===== src/rtl/pixel_array_ctrl.sv =====
// Frame sequencer for a row-addressed pixel array: erase, expose, then convert
// and hand off each row downstream with a per-row row_done timeout.
module pixel_array_ctrl #(
    parameter int ROWS         = 3,
    parameter int COLUMNS      = 3,
    parameter int WIDTH        = 2,
    parameter int RESOLUTION   = 8,
    parameter int ERASE_CYCLES = 5,
    parameter int TIMEOUT      = 255
) (
    input  logic                          clk,
    input  logic                          reset,
    input  logic                          start,
    input  logic [15:0]                   expose_time,
    output logic                          ERASE,
    output logic                          EXPOSE,
    output logic                          enable,
    output logic [WIDTH-1:0]              decoder_select,
    input  logic                          row_done,
    input  logic [COLUMNS*RESOLUTION-1:0] adc_data,
    output logic                          out_valid,
    input  logic                          out_ready,
    output logic [COLUMNS*RESOLUTION-1:0] out_data,
    output logic [WIDTH-1:0]              out_row,
    output logic                          busy,
    output logic                          frame_done,
    output logic                          timeout_err,
    output logic [2:0]                    state_dbg
);

    // Handshake: a row transfers on any rising edge where out_valid && out_ready;
    // out_valid never drops and out_data/out_row never change until that edge.

    typedef enum logic [2:0] {
        IDLE      = 3'd0,
        ERASE_PH  = 3'd1,
        EXPOSE_PH = 3'd2,
        CONVERT   = 3'd3,
        OUTPUT    = 3'd4,
        SETTLE    = 3'd5
    } state_t;

    localparam int CNT_MAX0 = (ERASE_CYCLES > TIMEOUT) ? ERASE_CYCLES : TIMEOUT;
    localparam int CNT_MAX  = (CNT_MAX0 > 65535) ? CNT_MAX0 : 65535;
    localparam int CNT_W    = $clog2(CNT_MAX + 1);

    localparam logic [WIDTH-1:0] LAST_ROW   = WIDTH'(ROWS - 1);
    localparam logic [CNT_W-1:0] ERASE_LAST = CNT_W'(ERASE_CYCLES - 1);
    localparam logic [CNT_W-1:0] TMO_LAST   = CNT_W'(TIMEOUT - 1);

    state_t           state;
    state_t           state_nxt;
    logic [CNT_W-1:0] cnt;
    logic [15:0]      exp_len;

    logic erase_done;
    logic expose_done;
    logic tmo_hit;
    logic accept;
    logic last_row;

    assign erase_done  = (cnt == ERASE_LAST);
    assign expose_done = (cnt == CNT_W'(exp_len - 16'd1));
    // >= rather than == so a SETTLE that ends on the last allowed cycle still times out in CONVERT
    assign tmo_hit     = (cnt >= TMO_LAST);
    assign accept      = (state == OUTPUT) && out_ready;
    assign last_row    = (decoder_select == LAST_ROW);

    always_ff @(posedge clk) begin
        if (reset) begin
            state <= IDLE;
        end else begin
            state <= state_nxt;
        end
    end

    always_comb begin
        state_nxt = state;
        case (state)
            IDLE:      if (start) state_nxt = ERASE_PH;
            ERASE_PH:  if (erase_done) state_nxt = EXPOSE_PH;
            EXPOSE_PH: if (expose_done) state_nxt = CONVERT;
            CONVERT:   if (row_done || tmo_hit) state_nxt = OUTPUT;
            OUTPUT:    if (accept) state_nxt = last_row ? IDLE : SETTLE;
            SETTLE: begin
                if (!row_done) begin
                    state_nxt = CONVERT;
                end else if (tmo_hit) begin
                    state_nxt = OUTPUT;
                end
            end
            default:   state_nxt = IDLE;
        endcase
    end

    always_comb begin
        ERASE     = (state == ERASE_PH);
        EXPOSE    = (state == EXPOSE_PH);
        enable    = (state == CONVERT);
        out_valid = (state == OUTPUT);
        busy      = (state != IDLE);
        state_dbg = state;
    end

    always_ff @(posedge clk) begin
        if (reset) begin
            cnt            <= '0;
            exp_len        <= '0;
            decoder_select <= '0;
            out_data       <= '0;
            out_row        <= '0;
            frame_done     <= 1'b0;
            timeout_err    <= 1'b0;
        end else begin
            frame_done <= 1'b0;
            case (state)
                IDLE: begin
                    if (start) begin
                        exp_len        <= (expose_time == 16'd0) ? 16'd1 : expose_time;
                        decoder_select <= '0;
                        timeout_err    <= 1'b0;
                        cnt            <= '0;
                    end
                end
                ERASE_PH:  cnt <= erase_done ? '0 : cnt + 1'b1;
                EXPOSE_PH: cnt <= expose_done ? '0 : cnt + 1'b1;
                CONVERT: begin
                    if (row_done) begin
                        out_data <= adc_data;
                        out_row  <= decoder_select;
                    end else if (tmo_hit) begin
                        timeout_err <= 1'b1;
                        out_data    <= '0;
                        out_row     <= decoder_select;
                    end else begin
                        cnt <= cnt + 1'b1;
                    end
                end
                OUTPUT: begin
                    if (accept) begin
                        cnt <= '0;
                        if (last_row) begin
                            frame_done <= 1'b1;
                        end else begin
                            decoder_select <= decoder_select + 1'b1;
                        end
                    end
                end
                SETTLE: begin
                    if (row_done && tmo_hit) begin
                        timeout_err <= 1'b1;
                        out_data    <= '0;
                        out_row     <= decoder_select;
                    end else begin
                        cnt <= cnt + 1'b1;
                    end
                end
                default: cnt <= '0;
            endcase
        end
    end

endmodule


===== config.mk =====
export PLATFORM = sky130hd
export DESIGN_NAME = pixel_array_ctrl
export DESIGN_NICKNAME = d
export VERILOG_FILES = /design/src/rtl/pixel_array_ctrl.sv
export SDC_FILE = /design/constraint.sdc
export NUM_CORES = 1
export LEC_CHECK = 0
export ABC_AREA = 0
export BUFFER_PORTS_ARGS = -buffer_cell sky130_fd_sc_hd__buf_2
export CORE_MARGIN = 10
export CORE_UTILIZATION = 55
export DETAILED_ROUTE_END_ITERATION = 8
export PLACE_DENSITY = 0.81
export SLEW_MARGIN = 25
export SYNTH_ARGS = -nofsm -noshare
export SYNTH_HDL_FRONTEND = slang
export SYNTH_SLANG_ARGS = --single-unit
export TNS_END_PERCENT = 20

===== constraint.sdc =====
create_clock -name clk -period 3.3 [get_ports clk]
set_input_delay 0 -clock clk [delete_from_list [all_inputs] [get_ports clk]]
set_output_delay 0 -clock clk [all_outputs]
set_load 0.01 [all_outputs]

# ---- After elaboration in Yosys (flattened, before gate mapping)
# Index checks and enable logic that the tools add are counted.
dict set report totals {
  inputBits 45
  regBits 65
  word_cells 87
  output_inout_bits 38
}
dict set report op_classes {
  add_sub_neg 3
  reduce_logical 16
  eq_ne 21
  n_mux 36
  magnitude_cmp 1
  n_bitwise 2
}
# cell n
set op_table {}
lappend op_table {{16-bit two-way mux} 8}
lappend op_table {{16-bit case mux with 6 select lines} 1}
lappend op_table {{24-bit two-way mux} 3}
lappend op_table {{24-bit case mux with 2 select lines} 1}
lappend op_table {{3-bit two-way mux} 8}
lappend op_table {{3-bit case mux with 6 select lines} 1}
lappend op_table {{16-bit by 1-bit adder with 16-bit output (second input constant)} 1}
lappend op_table {{16-bit equality test} 1}
lappend op_table {{16-bit by 3-bit equality test with 1-bit output (second input constant)} 1}
lappend op_table {{16-bit by 8-bit greater-or-equal comparator with 1-bit output (second input constant)} 1}
lappend op_table {{16-bit zero test} 1}
lappend op_table {{16-bit by 1-bit subtractor with 16-bit output (second input constant)} 1}
lappend op_table {{2-bit two-way mux} 6}
lappend op_table {{2-bit inequality test (second input constant)} 6}
lappend op_table {{2-bit by 1-bit inequality test with 1-bit output (second input constant)} 5}
lappend op_table {{5-bit AND reduction} 2}
lappend op_table {{2-bit case mux with 2 select lines} 2}
lappend op_table {{3-bit by 2-bit equality test with 1-bit output (second input constant)} 2}
lappend op_table {{3-bit equality test (second input constant)} 2}
lappend op_table {{6-bit AND reduction} 1}
lappend op_table {{3-bit nonzero test} 2}
lappend op_table {{1-bit two-way mux} 5}
lappend op_table {{4-bit AND reduction} 1}
lappend op_table {{2-bit nonzero test} 2}
lappend op_table {{13 further kinds} 15}

# ---- Longest topological paths before layout
dict set report logic_depth {
  word_depth 4
  ltp_mapped 11
  ltp_nobuf 10
}

# ---- Least setup slack after synthesis
# Ideal clock, no wire load.
dict set report synth_timing {
  kind {register to register}
  startpoint {register exp_len[0]}
  endpoint {register cnt[10]}
  arrival_time_ns 2.223
  stages_incl_launch_ff 12
  t_required_ns 3.169
  n_path_buf 1
  setup_time_ns 0.131
  setup_slack_ns 0.946
  cell_sequence {dfxtp_1 -> inv_1 -> ha_1 -> nor4b_2 -> a21boi_1 -> o41ai_1 -> nand2b_1 -> and4_1 -> nand4b_4 -> buf_6 -> a22oi_1 -> o21ai_1}
}
dict set report synth_between {
  elab_chain_len 4
}
# element line_no
set synth_lines {}
lappend synth_lines {{start: declaration} 54} ;# logic [15:0] exp_len;
lappend synth_lines {{start signal: assignment} 119} ;# exp_len <= (expose_time == 16'd0) ? 16'd1 : expose_time;
lappend synth_lines {{16-bit by 1-bit subtractor with 16-bit output} 63} ;# assign expose_done = (cnt == CNT_W'(exp_len - 16'd1));
lappend synth_lines {{16-bit equality test} 63}
lappend synth_lines {{16-bit two-way mux} 126} ;# EXPOSE_PH: cnt <= expose_done ? '0 : cnt + 1'b1;
lappend synth_lines {{16-bit case mux with 6 select lines} 116} ;# case (state)
lappend synth_lines {{end signal: assignment} 125} ;# ERASE_PH: cnt <= erase_done ? '0 : cnt + 1'b1;
lappend synth_lines {{end signal: assignment} 126}
lappend synth_lines {{end signal: assignment} 136} ;# cnt <= cnt + 1'b1;
lappend synth_lines {{end: declaration} 53} ;# logic [CNT_W-1:0] cnt;
# Every way passes these cells.
# A chain may end at the register's enable or synchronous reset.

# ---- Worst setup path after layout
dict set report layout_timing {
  startpoint {register exp_len[0]}
  endpoint {register cnt[2]}
}
# Same word-level chain as after synthesis.

==> metrics <==
Worst-Skew Late Latency about 0.36 ns; io pins just over 80; RePlAce Congestion a little over 0.9; synthesis-to-layout area growth 25.1%; crit path capture cnt[2]; Syn Area/Cell around 7.4 µm²; top-count cell post-synth nand2_1; final wirelength about 12000 µm; critical path startpoint exp_len[0]; Reg power frac 38.2%; clk slew on worst S/H paths around 0.080 ns; Initial Util about 57%; drt first pass iters 5; outcome finished, final reports clean; Leak Pwr roughly 0.0018 µW; Overflow after GRT 0; slowest stage delay, CP slightly below 0.4 ns; post-DP HPWL ~7500 µm; Post-synth EDFFs 0; maximum level of the CTS H-tree 3; Pint 1510 µW; Clock Sinks 65; reg2reg end cnt[2]; Post-synth ARST share 0%; worst rel slew slack between 30% and 40%; worst path cell trace inv_1 -> ha_1 -> nor4b_2 -> a21boi_1 -> o41ai_1 -> nand2b_1 -> and4_1 -> nand4b_4 -> o2111ai_2 -> o21ai_1; DRC violations left 0; CP max stage cell nor4b_2; routed vias 4043; Crit Path Category flip-flop to flip-flop; setup TNS 0 ns; Worst R2R Setup Slack about 0.45 ns; DIE AREA roughly 10000 µm²; Top FF cell, synth dfxtp_1; reg-to-reg startpoint exp_len[0]; # rows 29; setup repair bufs after CTS 0; DIE HEIGHT between 100 and 150 µm; worst hold margin roughly 0.056 ns; vias per inst 5.96; syn nets 550; Worst Hold Class input pin to flip-flop; final period utilization a little under nine tenths; pwr/cell area roughly 550 nW/µm²; fmax about 350 MHz; Worst Path Arrival roughly 3.1 ns; synth warn 0; CTS root buf clkbuf_8; RSZ-0062 raised after global routing false; vias in the first global route 3997; Overall Global Routing Usage between 20% and 30%; Yosys top cell by area dfxtp_1; Clk pwr share between 20% and 30%; share of cells above drive strength 1 between 10% and 20%; number of fill cells 482; sw power 1050 µW; Logic pwr share a little under two fifths; post-synthesis sequential area ratio a little over a third; area share of the largest cell type after synthesis a little over a third; Core Box Area 6460 µm²; Post-Syn Area between 3000 and 4000 µm²; largest cells by area after synthesis dfxtp_1, nand2_1, a21oi_1; first-pass GRT wire length 19200 µm; endpoints failing setup 0; synth cell count leaders nand2_1, dfxtp_1, a21oi_1; CTS Buf Count 9; Max-cap violations 0; pins over their slew limit 0; Final Hold Vio Count 0; Slew @ Worst Pin about 0.91 ns; Switching Share 41.0%; final setup skew ~0.015 ns; Worst setup SP type flip-flop; worst endpoint required time roughly 3.5 ns; Final min period approximately 2.9 ns; Resize count post-CTS 0; Register-to-Register Path Depth 10; CP endpoint kind flip-flop; die width approximately 100 µm; Antenna Violating Nets Remaining 0; initial antenna violation count 0; # nets final about 650; crit path max fanout 18; TritonCTS clock tree done; PortBufs 82; routed length per instance 17.2 µm; diode count 0; synth unique cells 64; Iteration-0 DRC Markers around 290; clk buf depth 2; largest net degree at the start of global routing 40; cells after synthesis 500; #FFs+latches synth 65; Peak VDD IR about 370 µV
==> cell usage in the layout, fill, tap and decap left out, drive strengths merged, types with 7 or more instances in the layout <==
cell,Yosys,final
buf,15,84
inv,13,13
o21ai,25,25
xnor2,7,7
clkbuf,24,9
nor2,26,26
a22oi,12,12
nand4,9,9
xor2,8,8
nand3,33,33
dfxtp,65,65
nand2,93,93
nor3,21,21
dlygate4sd3,0,41
nor4,17,17
a21oi,53,53
==> cell families (layout without fill, tap and decap cells) <==
| family | Yosys count | after routing | share of synthesized area (%) |
|---|---|---|---|
| adder cells (fa/ha/maj) | 5 | 5 | 1.69 |
| flip-flops | 65 | 65 | 35.1 |
| XOR/XNOR | 16 | 16 | 4.15 |
| AND/OR/NAND/NOR | 237 | 237 | 31.9 |
| buffers and inverters | 53 | 154 | 6.17 |
| AO/OA/AOI/OAI | 119 | 119 | 19.6 |
| multiplexers | 5 | 5 | 1.42 |
==> state kept, by name, indices dropped and copies added, names as in the netlist <==
register        count
exp_len            16
cnt                16
out_row             2
timeout_err         1
out_data           24
frame_done          1
decoder_select      2
state_dbg           3
==> layer usage <==
metal | track usage [%] | vias to the layer above | routed length (µm)
li1 | - | 1976 | -
met1 | 26.5 | 1898 | 4710
met2 | 38.0 | 145 | 5750
met3 | 7.76 | 24 | 890
met4 | 9.33 | 0 | 275
met5 | 0 | - | 0
==> area by class of cell <==
class	count	area (µm²)	area share, %
clock inverter	6	46.3	0.998
inverter	14	52.6	1.13
timing repair buffer	125	836	18.0
multi-input combinational	382	2180	47.1
clock buffer	9	124	2.67
tap	77	96.3	2.08
sequential	65	1300	28.0
==> worst max-delay path: cells and delay by family, from the launching register on <==
family	cells	cell delay (ns)
flops	1	0.36
compound gates	4	0.93
simple gates	4	1.06
buf+inv	1	0.09
fa+ha+maj	1	0.27
==> how the worst min path moves through the flow <==
stage	to	startpoint	slack (ns)	cells past startpoint
final	state_dbg[1]	row_done	0.06	3
after global routing	state_dbg[1]	row_done	0.1	3
after CTS	state_dbg[1]	row_done	0.04	3
after detailed placement	exp_len[13]	expose_time[13]	0.26	3
after global placement	exp_len[5]	expose_time[5]	0.25	3
after floorplan	frame_done	out_ready	0.13	2
==> stage by stage <==
step / power, µW / instance area [µm²] / instances / utilization, % / setup WS [ns]
3_3_place_gp: 1880 / 4060 / 622 / 62.9 / 0.610
3_5_place_dp: 1910 / 4060 / 622 / 62.9 / 0.498
5_1_grt: 2720 / 4640 / 678 / 71.9 / 0.0835
4_1_cts: 2550 / 4640 / 678 / 71.9 / 0.460
2_1_floorplan: 1680 / 3710 / 500 / - / 0.946
6_report: 2560 / 4640 / 678 / 71.9 / 0.449
==> repair_timing <==
item	4_1_cts	5_1_grt
hold buffers	41	0
setup endpoints to repair	0	0
hold endpoints to repair	41	0
==> power groups by stage <==
stage	combinational, µW	clock, µW	sequential, µW
final	971	613	980
after detailed placement	916	0	992
after floorplan	756	0	925
after global placement	889	0	988
after CTS	958	619	974
after global routing	1080	648	995
Power figures use the tool's default switching activity.
